### src/rtl/uart_rx.sv
// uart_rx: UART receiver with 2-flop input sync, optional even parity, valid/ready output.
// Define UART_RX_BREAK_DET_EN to add the rx_break output and suppress delivery of break frames.
module uart_rx #(
    parameter int    clk_rate = 50_000_000,
    parameter int    Baud     = 115200,
    parameter int    Word_len = 8,
    parameter string PARITY   = "even"
) (
    input  logic                clk,
    input  logic                rst,
    input  logic                Uart_rx,
    output logic [Word_len-1:0] rx_data,
    output logic                rx_data_valid,
    input  logic                rx_data_ready,
    output logic                rx_parity_err,
    output logic                rx_frame_err,
`ifdef UART_RX_BREAK_DET_EN
    output logic                rx_break,
`endif
    output logic                rx_overrun
);

    localparam int BaudDiv = clk_rate / Baud;
    localparam int HalfDiv = BaudDiv / 2;
    localparam int CW      = $clog2(BaudDiv);
    localparam int BW      = $clog2(Word_len + 1);
    localparam bit HasPar  = (PARITY != "none");

    localparam logic [CW-1:0] BaudLast = CW'(BaudDiv - 1);
    localparam logic [CW-1:0] HalfLast = CW'(HalfDiv - 1);
    localparam logic [BW-1:0] BitLast  = BW'(Word_len - 1);

    typedef enum logic [2:0] {Idle, Start, Data, Parity, Stop} state_e;

    state_e              state_q, state_d;
    logic [CW-1:0]       cnt_q, cnt_d;
    logic [BW-1:0]       bit_q, bit_d;
    logic [Word_len-1:0] shift_q, shift_d;
    logic                perr_q, perr_d;
    logic                s1_q, s2_q, prev_q;
    logic                fall;
    logic                stop_samp;

    logic [Word_len-1:0] data_q, data_d;
    logic                valid_q, valid_d;
    logic                pe_q, pe_d;
    logic                fe_q, fe_d;
    logic                ovr_q, ovr_d;
`ifdef UART_RX_BREAK_DET_EN
    logic                ones_q, ones_d;
    logic                hold_q, hold_d;
    logic                brk_q, brk_d;
`endif

    assign fall      = prev_q & ~s2_q;
    assign stop_samp = (state_q == Stop) && (cnt_q == BaudLast);

    // Synchronize the async line and keep the previous value for edge detection.
    always_ff @(posedge clk or negedge rst) begin
        if (!rst) begin
            s1_q   <= 1'b1;
            s2_q   <= 1'b1;
            prev_q <= 1'b1;
        end else begin
            s1_q   <= Uart_rx;
            s2_q   <= s1_q;
            prev_q <= s2_q;
        end
    end

    // FSM state, bit timing counters and shift register.
    always_ff @(posedge clk or negedge rst) begin
        if (!rst) begin
            state_q <= Idle;
            cnt_q   <= '0;
            bit_q   <= '0;
            shift_q <= '0;
            perr_q  <= 1'b0;
`ifdef UART_RX_BREAK_DET_EN
            ones_q  <= 1'b0;
            hold_q  <= 1'b0;
`endif
        end else begin
            state_q <= state_d;
            cnt_q   <= cnt_d;
            bit_q   <= bit_d;
            shift_q <= shift_d;
            perr_q  <= perr_d;
`ifdef UART_RX_BREAK_DET_EN
            ones_q  <= ones_d;
            hold_q  <= hold_d;
`endif
        end
    end

    // Next state: sample each bit at its middle, count without wrapping inside a frame.
    always_comb begin
        state_d = state_q;
        cnt_d   = cnt_q;
        bit_d   = bit_q;
        shift_d = shift_q;
        perr_d  = perr_q;
`ifdef UART_RX_BREAK_DET_EN
        ones_d  = ones_q;
        hold_d  = hold_q;
`endif
        unique case (state_q)
            Idle: begin
                cnt_d = '0;
`ifdef UART_RX_BREAK_DET_EN
                if (hold_q) begin
                    if (s2_q) begin
                        cnt_d = cnt_q + 1'b1;
                        if (cnt_q == BaudLast) begin
                            cnt_d  = '0;
                            hold_d = 1'b0;
                        end
                    end
                end else
`endif
                if (fall) state_d = Start;
            end
            Start: begin
                cnt_d = cnt_q + 1'b1;
                if (cnt_q == HalfLast) begin
                    cnt_d = '0;
                    if (s2_q) begin
                        state_d = Idle;
                    end else begin
                        state_d = Data;
                        bit_d   = '0;
                        perr_d  = 1'b0;
`ifdef UART_RX_BREAK_DET_EN
                        ones_d  = 1'b0;
`endif
                    end
                end
            end
            Data: begin
                cnt_d = cnt_q + 1'b1;
                if (cnt_q == BaudLast) begin
                    cnt_d   = '0;
                    shift_d = {s2_q, shift_q[Word_len-1:1]};
                    bit_d   = bit_q + 1'b1;
`ifdef UART_RX_BREAK_DET_EN
                    ones_d  = ones_q | s2_q;
`endif
                    if (bit_q == BitLast) state_d = HasPar ? Parity : Stop;
                end
            end
            Parity: begin
                cnt_d = cnt_q + 1'b1;
                if (cnt_q == BaudLast) begin
                    cnt_d   = '0;
                    perr_d  = HasPar && (s2_q != ^shift_q);
`ifdef UART_RX_BREAK_DET_EN
                    ones_d  = ones_q | s2_q;
`endif
                    state_d = Stop;
                end
            end
            Stop: begin
                cnt_d = cnt_q + 1'b1;
                if (cnt_q == BaudLast) begin
                    cnt_d   = '0;
                    state_d = Idle;
`ifdef UART_RX_BREAK_DET_EN
                    if (!ones_q && !s2_q) hold_d = 1'b1;
`endif
                end
            end
            default: state_d = Idle;
        endcase
    end

    // Outputs: deliver at the stop sample if the slot is free, else flag overrun.
    always_comb begin
        data_d  = data_q;
        valid_d = valid_q;
        pe_d    = pe_q;
        fe_d    = fe_q;
        ovr_d   = 1'b0;
`ifdef UART_RX_BREAK_DET_EN
        brk_d   = 1'b0;
`endif
        if (valid_q && rx_data_ready) valid_d = 1'b0;
        if (stop_samp) begin
`ifdef UART_RX_BREAK_DET_EN
            if (!ones_q && !s2_q) begin
                brk_d = 1'b1;
            end else
`endif
            if (!valid_q || rx_data_ready) begin
                data_d  = shift_q;
                pe_d    = perr_q;
                fe_d    = ~s2_q;
                valid_d = 1'b1;
            end else begin
                ovr_d = 1'b1;
            end
        end
    end

    // Registered output stream and status pulses.
    always_ff @(posedge clk or negedge rst) begin
        if (!rst) begin
            data_q  <= '0;
            valid_q <= 1'b0;
            pe_q    <= 1'b0;
            fe_q    <= 1'b0;
            ovr_q   <= 1'b0;
`ifdef UART_RX_BREAK_DET_EN
            brk_q   <= 1'b0;
`endif
        end else begin
            data_q  <= data_d;
            valid_q <= valid_d;
            pe_q    <= pe_d;
            fe_q    <= fe_d;
            ovr_q   <= ovr_d;
`ifdef UART_RX_BREAK_DET_EN
            brk_q   <= brk_d;
`endif
        end
    end

    assign rx_data       = data_q;
    assign rx_data_valid = valid_q;
    assign rx_parity_err = pe_q;
    assign rx_frame_err  = fe_q;
    assign rx_overrun    = ovr_q;
`ifdef UART_RX_BREAK_DET_EN
    assign rx_break      = brk_q;
`endif

endmodule

### config.mk
export PLATFORM = sky130hd
export DESIGN_NAME = uart_rx
export DESIGN_NICKNAME = d
export VERILOG_FILES = /design/src/rtl/uart_rx.sv
export SDC_FILE = /design/constraint.sdc
export NUM_CORES = 1
export LEC_CHECK = 0
export ABC_AREA = 1
export CAP_MARGIN = 20
export CORE_ASPECT_RATIO = 1.5
export CORE_MARGIN = 3
export CORE_UTILIZATION = 59
export CTS_BUF_LIST = sky130_fd_sc_hd__clkbuf_4 sky130_fd_sc_hd__clkbuf_8
export DETAILED_ROUTE_END_ITERATION = 6
export PLACE_DENSITY = 0.81
export SKIP_CTS_REPAIR_TIMING = 1
export SYNTH_ARGS = -nofsm -noshare
export SYNTH_HDL_FRONTEND = slang
export SYNTH_SLANG_ARGS = --single-unit
### constraint.sdc
create_clock -name clk -period 3.6 [get_ports clk]
set_clock_uncertainty 0.2 [all_clocks]
set_input_delay 0.54 -clock clk [delete_from_list [all_inputs] [get_ports clk]]
set_output_delay 0.54 -clock clk [all_outputs]
set_load 0.01 [all_outputs]
==> flow_metrics.env <==
export IMPL_p_per_area_nw_per_um2=450
export IMPL_end_kind="flip-flop"
export IMPL_r2r_start="cnt_q[1]"
export IMPL_cts_tree="yes"
export IMPL_hold_violations=0
export IMPL_finalSetupViolations=0
export IMPL_cts_buffer_depth=2
export IMPL_gp_congestion=0.863
export IMPL_start_kind="flip-flop"
export IMPL_required_ns=3.57
export IMPL_synth_seq_cells=40
export IMPL_diodes=0
export IMPL_rows=25
export IMPL_dp_hpwl_um=2800
export IMPL_drive_gt1_frac=0.105
export IMPL_core_um2=3220
export IMPL_drc=0
export IMPL_hold_path_class="input pin to async pin"
export IMPL_rsz0062_at_grt="false"
export IMPL_p_total_mw=1.02
export IMPL_maxCapViolCount=0
export IMPL_setup_tns_ns=0
export IMPL_antenna_left=0
export IMPL_grt_antenna_before_repair=0
export IMPL_cts_root_buffer="clkbuf_8"
export IMPL_worstMarginPinSlew_ns=0.861
export IMPL_cts_made_buffers=5
export IMPL_timing_fmax_ghz=0.497
export IMPL_grt_pass1_vias=1518
export IMPL_cts_sinks=40
export IMPL_wl_per_cell_um=12.5
export IMPL_fp_dieW_um=53.7
export IMPL_gr_usage_all_layers=0.225
export IMPL_path_class="flip-flop to flip-flop"
export IMPL_rr_worst_depth=8
export IMPL_synthesis_nets=255
export IMPL_ioPinCount=16
export IMPL_finalCritPeriodShare=0.559
export IMPL_synth_area_leaders="dfrtp_1 (46%), nand2_1 (16%), inv_1 (5.6%)"
export IMPL_ys_seq_area_frac=0.499
export IMPL_via_count=1590
export IMPL_drt_pass1_iter_count=4
export IMPL_yosysTopAreaCellShare=0.460
export IMPL_worst_path_max_fanout=16
export IMPL_cts_htree_levels=2
export IMPL_ir_drop_uv=306
export IMPL_wirelength_um=3850
export IMPL_r2r_end="shift_q[0]"
export IMPL_start_util=0.624
export IMPL_power_leakage_nw=1.18
export IMPL_final_net_count=274
export IMPL_gr_total_overflow=0
export IMPL_cts_reportedPaths_clkPinSlew_ns=0.08
export IMPL_grt_pass1_wl_um=6840
export IMPL_syn_inst=247
export IMPL_ys_types=26
export IMPL_syn_cell_area_um2=2010
export IMPL_status="finished, final reports clean"
export IMPL_synth_area_leader_cell="dfrtp_1"
export IMPL_syn_to_final_growth_pct=12.8
export IMPL_final_cell_mix="nand2_1 (87), dfrtp_1 (37), inv_1 (30)"
export IMPL_drtIter0Drc=38
export IMPL_period_minus_slack_ns=2.01
export IMPL_drv_slew=0
export IMPL_portBuffers=15
export IMPL_yosysWarningCount=0
export IMPL_max_slew_margin_rel=0.426
export IMPL_die_y_um=77.5
export IMPL_arrival_ns=1.98
export IMPL_die_area_um2=4160
export IMPL_vias_per_cell=5.18
export IMPL_final_common_cell="nand2_1"
export IMPL_avgSynthCellArea_um2=8.15
export IMPL_grt_max_degree=41
export IMPL_timing_reg2reg_setup_slack_ns=1.59
export IMPL_worstSkewPairLatency_ns=0.29
[area by class of cell]
| class | instances | area [µm²] |
|---|---|---|
| flip-flops and latches | 40 | 1000 |
| fillers | 252 | 952 |
| multi-input cells | 171 | 853 |
| repair buffers | 15 | 145 |
| inverters | 33 | 124 |
| clock buffers | 6 | 82.6 |
| well taps | 40 | 50.0 |
| clock inverters | 2 | 10.0 |
[registers in the layout (all words and copies together), names as in the netlist, 3 cells and up]
register	flops
bit_q	4
shift_q	8
rx_data	8
cnt_q	9
state_q	3
[layer usage]
metal / track usage / vias to the layer above / routed length, µm
met1: 0.262 / 739 / 1510
met2: 0.363 / 30 / 2080
met5: 0 / - / 0
met3: 0.0576 / 14 / 111
met4: 0.120 / 0 / 148
li1: - / 807 / -
[kinds of logic after synthesis]
kind of cell | synth area share
AND/OR/NAND/NOR | 0.279
XOR/XNOR | 0.0305
flip-flops | 0.499
buffers and inverters | 0.0765
adder cells (fa/ha/maj) | 0.0249
AO/OA/AOI/OAI | 0.0902
[Yosys cell counts]
library cell / count
nand4_1: 2
nor2_4: 1
xnor2_1: 2
buf_4: 1
dfrtp_1: 37
xor2_1: 5
o21ai_1: 1
nand3_1: 18
nand2_4: 1
ha_1: 4
nor3_1: 2
nand2b_1: 1
inv_2: 3
nor2_1: 16
buf_6: 2
o21ai_0: 16
nand2_1: 87
a21oi_1: 1
o22ai_1: 1
nor2_2: 1
dfstp_2: 3
o21ai_2: 8
nor2_8: 1
or2_2: 1
inv_1: 30
o21bai_1: 2
[critical path, cell delays in order, from the launching register on]
cell      delay (ns)
dfrtp_1         0.41
inv_1           0.10
ha_1            0.14
nand4_1         0.08
nand2b_1        0.35
nor2_4          0.35
inv_1           0.11
nand2_1         0.07
o21ai_0         0.07
[through the flow]
stage	worst slack [ns]	utilization	instance area (µm²)	instances	hold WS [ns]
2_1_floorplan	1.90	-	2010	247	0.0444
3_3_place_gp	1.65	0.676	2180	299	0.146
3_5_place_dp	1.61	0.676	2180	299	0.149
4_1_cts	1.59	0.704	2270	307	0.160
5_1_grt	1.35	0.704	2270	307	0.166
6_report	1.59	0.704	2270	307	0.157
[power breakdown]
group	internal (mW)	switching, mW
logic	0.0642	0.146
registers	0.477	0.0292
clock network	0.153	0.152
[worst max-delay path by stage]
stage	to	from	slack [ns]
2_1_floorplan	rx_data[0]	cnt_q[1]	1.90
3_3_place_gp	shift_q[0]	cnt_q[1]	1.65
3_5_place_dp	shift_q[0]	cnt_q[1]	1.61
4_1_cts	shift_q[0]	cnt_q[1]	1.59
5_1_grt	bit_q[0]	cnt_q[1]	1.35
6_report	shift_q[0]	cnt_q[1]	1.59
(Power assumes the default switching activity.)
